===== config.mk =====
export PLATFORM = sky130hd
export DESIGN_NAME = data_cache
export DESIGN_NICKNAME = d
export VERILOG_FILES = /design/src/rtl/dcache_pkg.sv /design/src/rtl/dcache_line_array.sv /design/src/rtl/data_cache.sv
export SDC_FILE = /design/constraint.sdc
export NUM_CORES = 1
export LEC_CHECK = 0
export ABC_AREA = 1
export CORE_UTILIZATION = 30
export CTS_CLUSTER_DIAMETER = 200
export CTS_CLUSTER_SIZE = 14
export DETAILED_ROUTE_END_ITERATION = 10
export HOLD_SLACK_MARGIN = 0.06
export PLACE_DENSITY = 0.47
export SYNTH_ARGS = -nofsm -noshare
export SYNTH_HDL_FRONTEND = slang
export SYNTH_SLANG_ARGS = --single-unit

===== constraint.sdc =====
create_clock -name Clk -period 4 [get_ports Clk]
set_input_delay 0.8 -clock Clk [delete_from_list [all_inputs] [get_ports Clk]]
set_output_delay 0.8 -clock Clk [all_outputs]
set_load 0.05 [all_outputs]

===== src/rtl/dcache_pkg.sv =====
// Shared definitions for the L1 data cache: FSM encoding and geometry helpers.
package dcache_pkg;

  localparam int unsigned WORD_W            = 32;
  localparam int unsigned BYTE_OFS_W        = 2;
  localparam int unsigned DCACHE_NUM_SETS   = 8;
  localparam int unsigned DCACHE_BLOCK_SIZE = 4;

  // Width of the word-offset field for a given block size
  function automatic int unsigned calc_offset_w(input int unsigned block_size);
    return $clog2(block_size);
  endfunction

  // Width of the set-index field for a given number of sets
  function automatic int unsigned calc_index_w(input int unsigned num_sets);
    return $clog2(num_sets);
  endfunction

  // Remaining upper address bits form the tag
  function automatic int unsigned calc_tag_w(input int unsigned num_sets,
                                             input int unsigned block_size);
    return WORD_W - calc_index_w(num_sets) - calc_offset_w(block_size) - BYTE_OFS_W;
  endfunction

  localparam int unsigned OFFSET_W = calc_offset_w(DCACHE_BLOCK_SIZE);
  localparam int unsigned INDEX_W  = calc_index_w(DCACHE_NUM_SETS);
  localparam int unsigned TAG_W    = calc_tag_w(DCACHE_NUM_SETS, DCACHE_BLOCK_SIZE);
  localparam int unsigned LINE_W   = WORD_W * DCACHE_BLOCK_SIZE;

  typedef enum logic [2:0] {
    IDLE       = 3'd0,
    FILL       = 3'd1,
    WRITE      = 3'd2,
    FILL_WRITE = 3'd3,
    RESUME     = 3'd4
  } state_t;

endpackage


===== src/rtl/dcache_line_array.sv =====
// Valid/tag/data storage for the direct-mapped data cache.
// Asynchronous read by index; synchronous full-line fill and single-word write.
module dcache_line_array
  import dcache_pkg::*;
#(
  parameter int unsigned NUM_SETS   = DCACHE_NUM_SETS,
  parameter int unsigned BLOCK_SIZE = DCACHE_BLOCK_SIZE
) (
  input  logic                                              Clk,
  input  logic                                              Rst,
  input  logic [calc_index_w(NUM_SETS)-1:0]                 RdIndex,
  output logic                                              RdValid,
  output logic [calc_tag_w(NUM_SETS, BLOCK_SIZE)-1:0]       RdTag,
  output logic [WORD_W*BLOCK_SIZE-1:0]                      RdLine,
  input  logic                                              FillEn,
  input  logic [calc_index_w(NUM_SETS)-1:0]                 FillIndex,
  input  logic [calc_tag_w(NUM_SETS, BLOCK_SIZE)-1:0]       FillTag,
  input  logic [WORD_W*BLOCK_SIZE-1:0]                      FillLine,
  input  logic                                              WordEn,
  input  logic [calc_index_w(NUM_SETS)-1:0]                 WordIndex,
  input  logic [calc_offset_w(BLOCK_SIZE)-1:0]              WordOffset,
  input  logic [WORD_W-1:0]                                 WordData
);

  localparam int unsigned OFFSET_BITS = calc_offset_w(BLOCK_SIZE);
  localparam int unsigned TAG_BITS    = calc_tag_w(NUM_SETS, BLOCK_SIZE);
  localparam int unsigned LINE_BITS   = WORD_W * BLOCK_SIZE;

  logic [NUM_SETS-1:0]  valid_q;
  logic [TAG_BITS-1:0]  tag_q  [NUM_SETS];
  logic [LINE_BITS-1:0] data_q [NUM_SETS];

  // Combinational lookup of the addressed line
  assign RdValid = valid_q[RdIndex];
  assign RdTag   = tag_q[RdIndex];
  assign RdLine  = data_q[RdIndex];

  // Valid bits: cleared on reset, set when a line is installed
  always_ff @(posedge Clk) begin
    if (Rst) begin
      valid_q <= '0;
    end else if (FillEn) begin
      valid_q[FillIndex] <= 1'b1;
    end
  end

  // Tag and data storage: full-line install or single-word store update
  always_ff @(posedge Clk) begin
    if (FillEn) begin
      tag_q[FillIndex]  <= FillTag;
      data_q[FillIndex] <= FillLine;
    end else if (WordEn) begin
      for (int w = 0; w < BLOCK_SIZE; w++) begin
        if (WordOffset == OFFSET_BITS'(w)) begin
          data_q[WordIndex][w*WORD_W +: WORD_W] <= WordData;
        end
      end
    end
  end

endmodule


===== src/rtl/data_cache.sv =====
// Direct-mapped, write-through, write-allocate L1 data cache between the MEM
// stage and the block-read data memory. Load hits are served in the access cycle;
// fills and write-throughs freeze the pipeline via Stall.
// Optional hit/miss counters are built when DCACHE_STATS_EN is defined.
module data_cache
  import dcache_pkg::*;
#(
  parameter int unsigned NUM_SETS   = DCACHE_NUM_SETS,
  parameter int unsigned BLOCK_SIZE = DCACHE_BLOCK_SIZE
) (
  input  logic                         Clk,
  input  logic                         Rst,
  input  logic [31:0]                  Address,
  input  logic                         MemRead,
  input  logic                         MemWrite,
  input  logic [31:0]                  WriteData,
  output logic [31:0]                  ReadData,
  output logic                         Stall,
  output logic [31:0]                  MemAddress,
  output logic                         MemReadMiss,
  output logic                         MemWriteThrough,
  output logic [31:0]                  MemWriteData,
  input  logic [32*BLOCK_SIZE-1:0]     MemReadData,
  input  logic                         MemReadReady,
  input  logic                         MemWriteReady
`ifdef DCACHE_STATS_EN
  ,
  output logic [31:0]                  HitCount,
  output logic [31:0]                  MissCount
`endif
);

  localparam int unsigned OFFSET_BITS = calc_offset_w(BLOCK_SIZE);
  localparam int unsigned INDEX_BITS  = calc_index_w(NUM_SETS);
  localparam int unsigned TAG_BITS    = calc_tag_w(NUM_SETS, BLOCK_SIZE);
  localparam int unsigned LINE_BITS   = WORD_W * BLOCK_SIZE;
  localparam int unsigned INDEX_LSB   = BYTE_OFS_W + OFFSET_BITS;
  localparam int unsigned TAG_LSB     = INDEX_LSB + INDEX_BITS;

  state_t state;
  // High for the single IDLE cycle in which the stalled instruction is replayed
  logic   replay;

  logic [OFFSET_BITS-1:0] req_offset;
  logic [INDEX_BITS-1:0]  req_index;
  logic [TAG_BITS-1:0]    req_tag;
  logic [OFFSET_BITS-1:0] lat_offset;
  logic [INDEX_BITS-1:0]  lat_index;
  logic [TAG_BITS-1:0]    lat_tag;

  logic                   rd_valid;
  logic [TAG_BITS-1:0]    rd_tag;
  logic [LINE_BITS-1:0]   rd_line;
  logic                   hit;
  logic [WORD_W-1:0]      hit_word;

  logic                   fill_en;
  logic [LINE_BITS-1:0]   fill_line;
  logic                   word_en;
  logic                   unused_addr_lsb;

  assign req_offset = Address[BYTE_OFS_W +: OFFSET_BITS];
  assign req_index  = Address[INDEX_LSB +: INDEX_BITS];
  assign req_tag    = Address[TAG_LSB +: TAG_BITS];
  assign lat_offset = MemAddress[BYTE_OFS_W +: OFFSET_BITS];
  assign lat_index  = MemAddress[INDEX_LSB +: INDEX_BITS];
  assign lat_tag    = MemAddress[TAG_LSB +: TAG_BITS];
  assign unused_addr_lsb = ^Address[BYTE_OFS_W-1:0];

  assign hit     = rd_valid && (rd_tag == req_tag);
  assign fill_en = ((state == FILL) || (state == FILL_WRITE)) && MemReadReady;
  assign word_en = (state == IDLE) && MemWrite && !replay && hit;

  dcache_line_array #(
    .NUM_SETS   (NUM_SETS),
    .BLOCK_SIZE (BLOCK_SIZE)
  ) u_lines (
    .Clk        (Clk),
    .Rst        (Rst),
    .RdIndex    (req_index),
    .RdValid    (rd_valid),
    .RdTag      (rd_tag),
    .RdLine     (rd_line),
    .FillEn     (fill_en),
    .FillIndex  (lat_index),
    .FillTag    (lat_tag),
    .FillLine   (fill_line),
    .WordEn     (word_en),
    .WordIndex  (req_index),
    .WordOffset (req_offset),
    .WordData   (WriteData)
  );

  // Select the addressed word out of the looked-up line
  always_comb begin
    hit_word = '0;
    for (int w = 0; w < BLOCK_SIZE; w++) begin
      if (req_offset == OFFSET_BITS'(w)) begin
        hit_word = rd_line[w*WORD_W +: WORD_W];
      end
    end
  end

  // Returned block, with the pending store word merged in on a store miss
  always_comb begin
    fill_line = MemReadData;
    if (state == FILL_WRITE) begin
      for (int w = 0; w < BLOCK_SIZE; w++) begin
        if (lat_offset == OFFSET_BITS'(w)) begin
          fill_line[w*WORD_W +: WORD_W] = MemWriteData;
        end
      end
    end
  end

  // Pipeline-facing response: same-cycle load data and stall decision
  always_comb begin
    Stall    = 1'b0;
    ReadData = '0;
    if (state != IDLE) begin
      Stall = 1'b1;
    end else if (MemWrite) begin
      // a replayed store already completed its write; let it retire
      Stall = !replay;
    end else if (MemRead) begin
      if (hit) begin
        ReadData = hit_word;
      end else begin
        Stall = 1'b1;
      end
    end
  end

  // Control FSM with registered memory requests and latched address/data
  always_ff @(posedge Clk) begin
    if (Rst) begin
      state           <= IDLE;
      replay          <= 1'b0;
      MemReadMiss     <= 1'b0;
      MemWriteThrough <= 1'b0;
      MemAddress      <= '0;
      MemWriteData    <= '0;
    end else begin
      replay <= 1'b0;
      case (state)
        IDLE: begin
          if (MemWrite && !replay) begin
            MemAddress      <= Address;
            MemWriteData    <= WriteData;
            MemWriteThrough <= 1'b1;
            if (hit) begin
              state <= WRITE;
            end else begin
              MemReadMiss <= 1'b1;
              state       <= FILL_WRITE;
            end
          end else if (MemRead && !MemWrite && !hit) begin
            MemAddress  <= Address;
            MemReadMiss <= 1'b1;
            state       <= FILL;
          end
        end
        FILL: begin
          if (MemReadReady) begin
            MemReadMiss <= 1'b0;
            state       <= RESUME;
          end
        end
        WRITE: begin
          if (MemWriteReady) begin
            MemWriteThrough <= 1'b0;
            state           <= RESUME;
          end
        end
        FILL_WRITE: begin
          if (MemReadReady) begin
            MemReadMiss     <= 1'b0;
            MemWriteThrough <= 1'b0;
            state           <= RESUME;
          end
        end
        RESUME: begin
          replay <= 1'b1;
          state  <= IDLE;
        end
        default: begin
          state <= IDLE;
        end
      endcase
    end
  end

`ifdef DCACHE_STATS_EN
  // Count first-issue IDLE accesses by outcome; replays are excluded
  always_ff @(posedge Clk) begin
    if (Rst) begin
      HitCount  <= '0;
      MissCount <= '0;
    end else if ((state == IDLE) && !replay && (MemRead || MemWrite)) begin
      if (hit) begin
        HitCount <= HitCount + 32'd1;
      end else begin
        MissCount <= MissCount + 32'd1;
      end
    end
  end
`else
  // Statistics counters are not built in this configuration
`endif

endmodule


## Yosys cells after proc, flatten, opt, wreduce, memory -nomap -nowiden

Memory sizes are Yosys's and may differ from the RTL's.
Index checks and enable logic that the tools add are counted.

| word-level totals | value |
|---|---|
| output and inout port bits | 99 |
| memory bits (writable) | 1224 |
| bits in registers | 78 |
| memories | 2 |

| operators by class | value |
|---|---|
| reduce and logical (&&, ||, !) cells | 27 |
| mux-type cells | 59 |
| magnitude comparators | 3 |
| equal/unequal tests | 17 |
| bitwise operators | 1 |

Memories:

| name | words | bits a word | read ports | clocked after Yosys merged registers in | wr ports | RTL line | source |
|---|---|---|---|---|---|---|---|
| u_lines.data_q | 8 | 128 | 1 | 0 | 1 | dcache_line_array.sv:31 | `logic [LINE_BITS-1:0] data_q [NUM_SETS];` |
| u_lines.tag_q | 8 | 25 | 1 | 0 | 1 | dcache_line_array.sv:30 | `logic [TAG_BITS-1:0] tag_q [NUM_SETS];` |

Operators by type and width:

| kind | number |
|---|---|
| 32-bit two-way mux | 14 |
| 128-bit two-way mux | 2 |
| 128-bit OR reduction | 1 |
| 1-bit two-way mux | 32 |
| 25-bit equality test | 1 |
| 3-bit two-way mux | 5 |
| 1-bit logical AND | 9 |
| 3-bit case mux with 3 select lines | 1 |
| 2-bit equality test (second input constant) | 4 |
| 3-bit by 4-bit < comparator with 1-bit output (second input constant) | 2 |
| 8-bit bitwise OR | 1 |
| 4-bit AND reduction | 2 |
| 3-bit by 2-bit equality test with 1-bit output (second input constant) | 2 |
| 3-bit nonzero test | 2 |
| 2-bit by 1-bit equality test with 1-bit output (second input constant) | 2 |
| 2-bit logical NOT | 2 |
| 4-bit two-way mux | 1 |
| 2-bit by 1-bit != test with 1-bit output (second input constant) | 2 |
| 2-bit != test (second input constant) | 2 |
| 2-bit AND reduction | 2 |
| 2-bit nonzero test | 2 |
| 1-bit binary-select mux with 3-bit select | 1 |
| 1-bit demux with 3-bit select | 1 |
| 3-bit by 1-bit equality test with 1-bit output (second input constant) | 1 |
| other kinds (11) | 13 |

## Depth between registers and ports, before layout

| depth | value |
|---|---|
| depth after elaboration | 9 |
| gate-level depth with buffers | 23 |

## Hierarchy

A second synthesis with hierarchy kept.

| second synthesis, totals | value |
|---|---|
| cell total of the unflattened synthesis | 6774 |
| area total of the unflattened synthesis | 60939.7 µm² |

By module, submodules not included:

| module | area each (µm²) | times used | sequential area each (µm²) | cells each |
|---|---|---|---|---|
| dcache_line_array | 55026.5 | 1 | 36915.4 | 5736 |
| data_cache | 5913.2 | 1 | 1401.3 | 1038 |

## Worst setup path after synthesis

No wires, ideal clock.

| path | value |
|---|---|
| kind | input -> output |
| start | input Address[5] |
| end | output ReadData[23] |
| stages on the path | 12 |
| arrival | 3.834 ns |
| slack | -0.634 ns |
| data required time | 3.200 ns |
| path through | buf_2 inv_2 buf_2 buf_2 buf_2 clkbuf_1 o21ai_0 o22ai_1 nand2_1 nand3_1 o31ai_1 nor4_1 |

| on the way | value |
|---|---|
| word-level cells in the longest chain between the ends | 9 |
| elaborated cells on any way between the ends | 14 |
| those cells by class | eq/ne: 1; mux: 10; reduce/logical: 1; memory: 2 |

RTL lines:

| what | RTL line | source |
|---|---|---|
| start: declaration | data_cache.sv:13 | `input logic [31:0] Address,` |
| memory 8 x 128 bit | -- |  |
| 32-bit two-way mux (4 in series) | data_cache.sv:98 | `if (req_offset == OFFSET_BITS'(w)) begin` |
| 32-bit two-way mux (*) | data_cache.sv:126 | `if (hit) begin` |
| 32-bit two-way mux (*) | data_cache.sv:125 | `end else if (MemRead) begin` |
| 32-bit two-way mux (*) | data_cache.sv:122 | `end else if (MemWrite) begin` |
| 32-bit two-way mux (*) | data_cache.sv:120 | `if (state != IDLE) begin` |
| end: declaration | data_cache.sv:17 | `output logic [31:0] ReadData,` |

Mark *: on every way between the ends. The rest lies on a longest branch, timed or not. The select of a mux whose other input is x is not followed.

## Worst setup path in the final report

| path | value |
|---|---|
| start | input Address[4] |
| end | output ReadData[7] |

Same word-level chain as after synthesis.

==> flow_summary.toml <==
[cts]
path_clk_slew_ns = 0.07
cts_tree = "done"
clock_latency_ns = 0.76
clock-root-buffer = "clkbuf_16"
clockBufferDepth = 3
cts_buffers = 102
cts.sinks = 1302
cts_htree_levels = 3

[synth]
seq_area_frac_synth_pct = 69.9
synth-seq-cells = 1302
syn_area_sq_um = 54800
synth_cells = 4983
avgSynthCellArea_sq_um = 11.0
synth_fp_nets = 5181
netlist-cell-type-count = 37
synth_warnings = 0

[outcome]
outcome = "complete, but fails checks"
violations = "setup timing"

[finish]
fin_cells = 7965
mostFrequentLayoutCells = "nand2_1, edfxtp_1, a21oi_1"
drive_above_1_share_pct = 13.1
final_common_cell = "nand2_1"
area_delta_synth_final_pct = 27.8
fin_area_sq_um = 70100
nNetsFinal = 5706
utilization_pct = 38.7

[timing]
finalCritPeriodShare_pct = 105
report.final.hold_viol_count = 0
slew_viol_final = 0
rsz0062_at_grt = "true"
setup_viol = 22
fmax_mhz = 238
skew_ns = 0.0892
slew-limit-headroom_pct = 23.3
finalCriticalPeriod_ns = 4.20
setup_slack_ns = -0.201
worst_slew_pin_slew_ns = 1.15

[placement]
dp_slack_ns = -0.539
hpwl_mm = 135
place_area_sq_um = 65700
gp_congestion = 0.841
portBuffers = 296
dp.cells = 7739

[grt]
grt_pass1_wl_mm = 295
track_usage_pct = 22.3
grt_pass1_vias = 38783
gr-total-overflow = 0
antenna_found_initial = 10
grt_max_degree = 87

[routing]
drc = 0
drt_wl_total_mm = 210
via_per_inst = 5.10
via_count = 40619
detail-route-antenna-nets = 0
dr.pass1.iters = 5
wl_per_cell_um = 26.4
drt_iter0_drc = 3837

[die]
fp.coreArea_sq_um = 181000
dieArea_sq_um = 185000
die_y_um = 430
dieWidth_um = 430
initial_core_util_pct = 30.3
io_pins = 297
row_count = 156

[critical_path]
cp-end-kind = "output port"
crit_type = "primary input to output port"
startpoint_type = "primary input"
cp_data_required_time_ns = 3.20
cp_max_fo = 24
cp.arrival_ns = 3.40

[power]
p_leak_uw = 0.0256
powerDensity_nw_per_um2 = 423
peakVddDrop_mv = 0.354
finalPower_uw = 29700

[worst_hold_path]
min_path_type = "flip-flop to flip-flop"

[run]
cap_violations = 0
cell families after synthesis:
group           after synthesis  synth area share (%)
compound gates             1012                  10.6
buf+inv                     564                  4.27
flops                      1302                  69.9
simple gates               2105                  15.2
sequential cells by signal, indices dropped and copies added, names as in the netlist:
signal / count
u_lines.valid_q: 8
MemReadMiss: 1
u_lines.data_q: 1024
replay: 1
state: 3
MemWriteData: 32
u_lines.tag_q: 200
MemWriteThrough: 1
MemAddress: 32
through the flow:
step / hold WS (ns) / TNS (ns)
finish: 0.473 / -2.25
global route: 0.502 / -6.62
CTS: 0.471 / -2.83
detailed placement: 0.460 / -8.33
global placement: 0.454 / -60.05
floorplan: 0.440 / -191.87
final cells by class:
type                       instances  area, sq um
clock inverter                     7          179
inverter                         243          961
multi-input combinational       3117        15100
fill                           17460       111000
timing repair buffer             739         9630
antenna                           12         30.0
timing repair inverter             3         28.8
tap                             2370         2970
sequential                      1302        38300
clock buffer                     172         2820
worst max-delay path, cell delays in order:
cell,delay (ns)
bufbuf_16,0.28
buf_12,0.15
buf_16,0.16
buf_4,0.18
bufbuf_16,0.31
a21oi_1,0.13
a21oi_1,0.09
a221oi_1,0.79
nor4_4,0.13
buf_4,0.19
buf_12,0.14
power by group:
group	switching (uW)	total, uW	internal [uW]	leakage (uW)
Clock	5000	9830	4830	0.00141
Sequential	252	15600	15400	0.0117
Combinational	2780	4230	1440	0.0125
Total	8040	29700	21600	0.0256
path summary, 6_finish.rpt:
check | from | endpoint | slack [ns] | cells after the start
min | MemReadMiss | MemReadMiss | 0.47 | 2
max | Address[4] | ReadData[7] | -0.20 | 11
max reg2reg | u_lines.tag_q[0][16] | u_lines.data_q[7][87] | 0.63 | 23
min reg2reg | MemReadMiss | MemReadMiss | 0.47 | 2
metal layers:
layer  track usage (%)  share of wire [%]
met1              28.0                 41
met2              39.0                 51
met3              2.35                4.3
met4              8.95                4.4
met5                 0                  0
Yosys cell counts:
cell	number	share of area, %
a211oi_1	3	0.041
a21oi_1	375	3.4
a221o_1	10	0.18
a221oi_1	48	0.77
a22oi_1	48	0.66
a311o_1	1	0.018
a31oi_1	5	0.057
a32o_1	16	0.29
a32oi_1	1	0.016
buf_1	35	0.24
buf_2	100	0.91
buf_4	10	0.14
buf_6	8	0.16
clkbuf_1	168	1.1
clkinv_1	4	0.027
dfxtp_1	78	2.8
edfxtp_1	1224	67
inv_1	236	1.6
inv_2	2	0.014
inv_4	1	0.011
nand2_1	1424	9.7
nand3_1	267	2.4
nand3_2	1	0.018
nand4_1	11	0.13
nor2_1	372	2.5
nor2_4	3	0.062
nor3_1	15	0.14
nor4_1	12	0.14
o2111ai_1	1	0.016
o211ai_1	4	0.055
o21ai_0	358	3.3
o21ai_1	1	0.0091
o221ai_1	12	0.19
o22ai_1	70	0.80
o311a_1	2	0.037
o311ai_0	18	0.29
o31ai_1	39	0.53
what timing repair did:
action                                  4_1_cts  5_1_grt
setup buffers                                19        8
pin swaps                                    33       10
cloned                                       16        5
endpoints found under the setup margin       32       32
resized for setup                           113       32
hold buffers                                  0        0
Note: power is estimated with default switching activity, not from simulation.
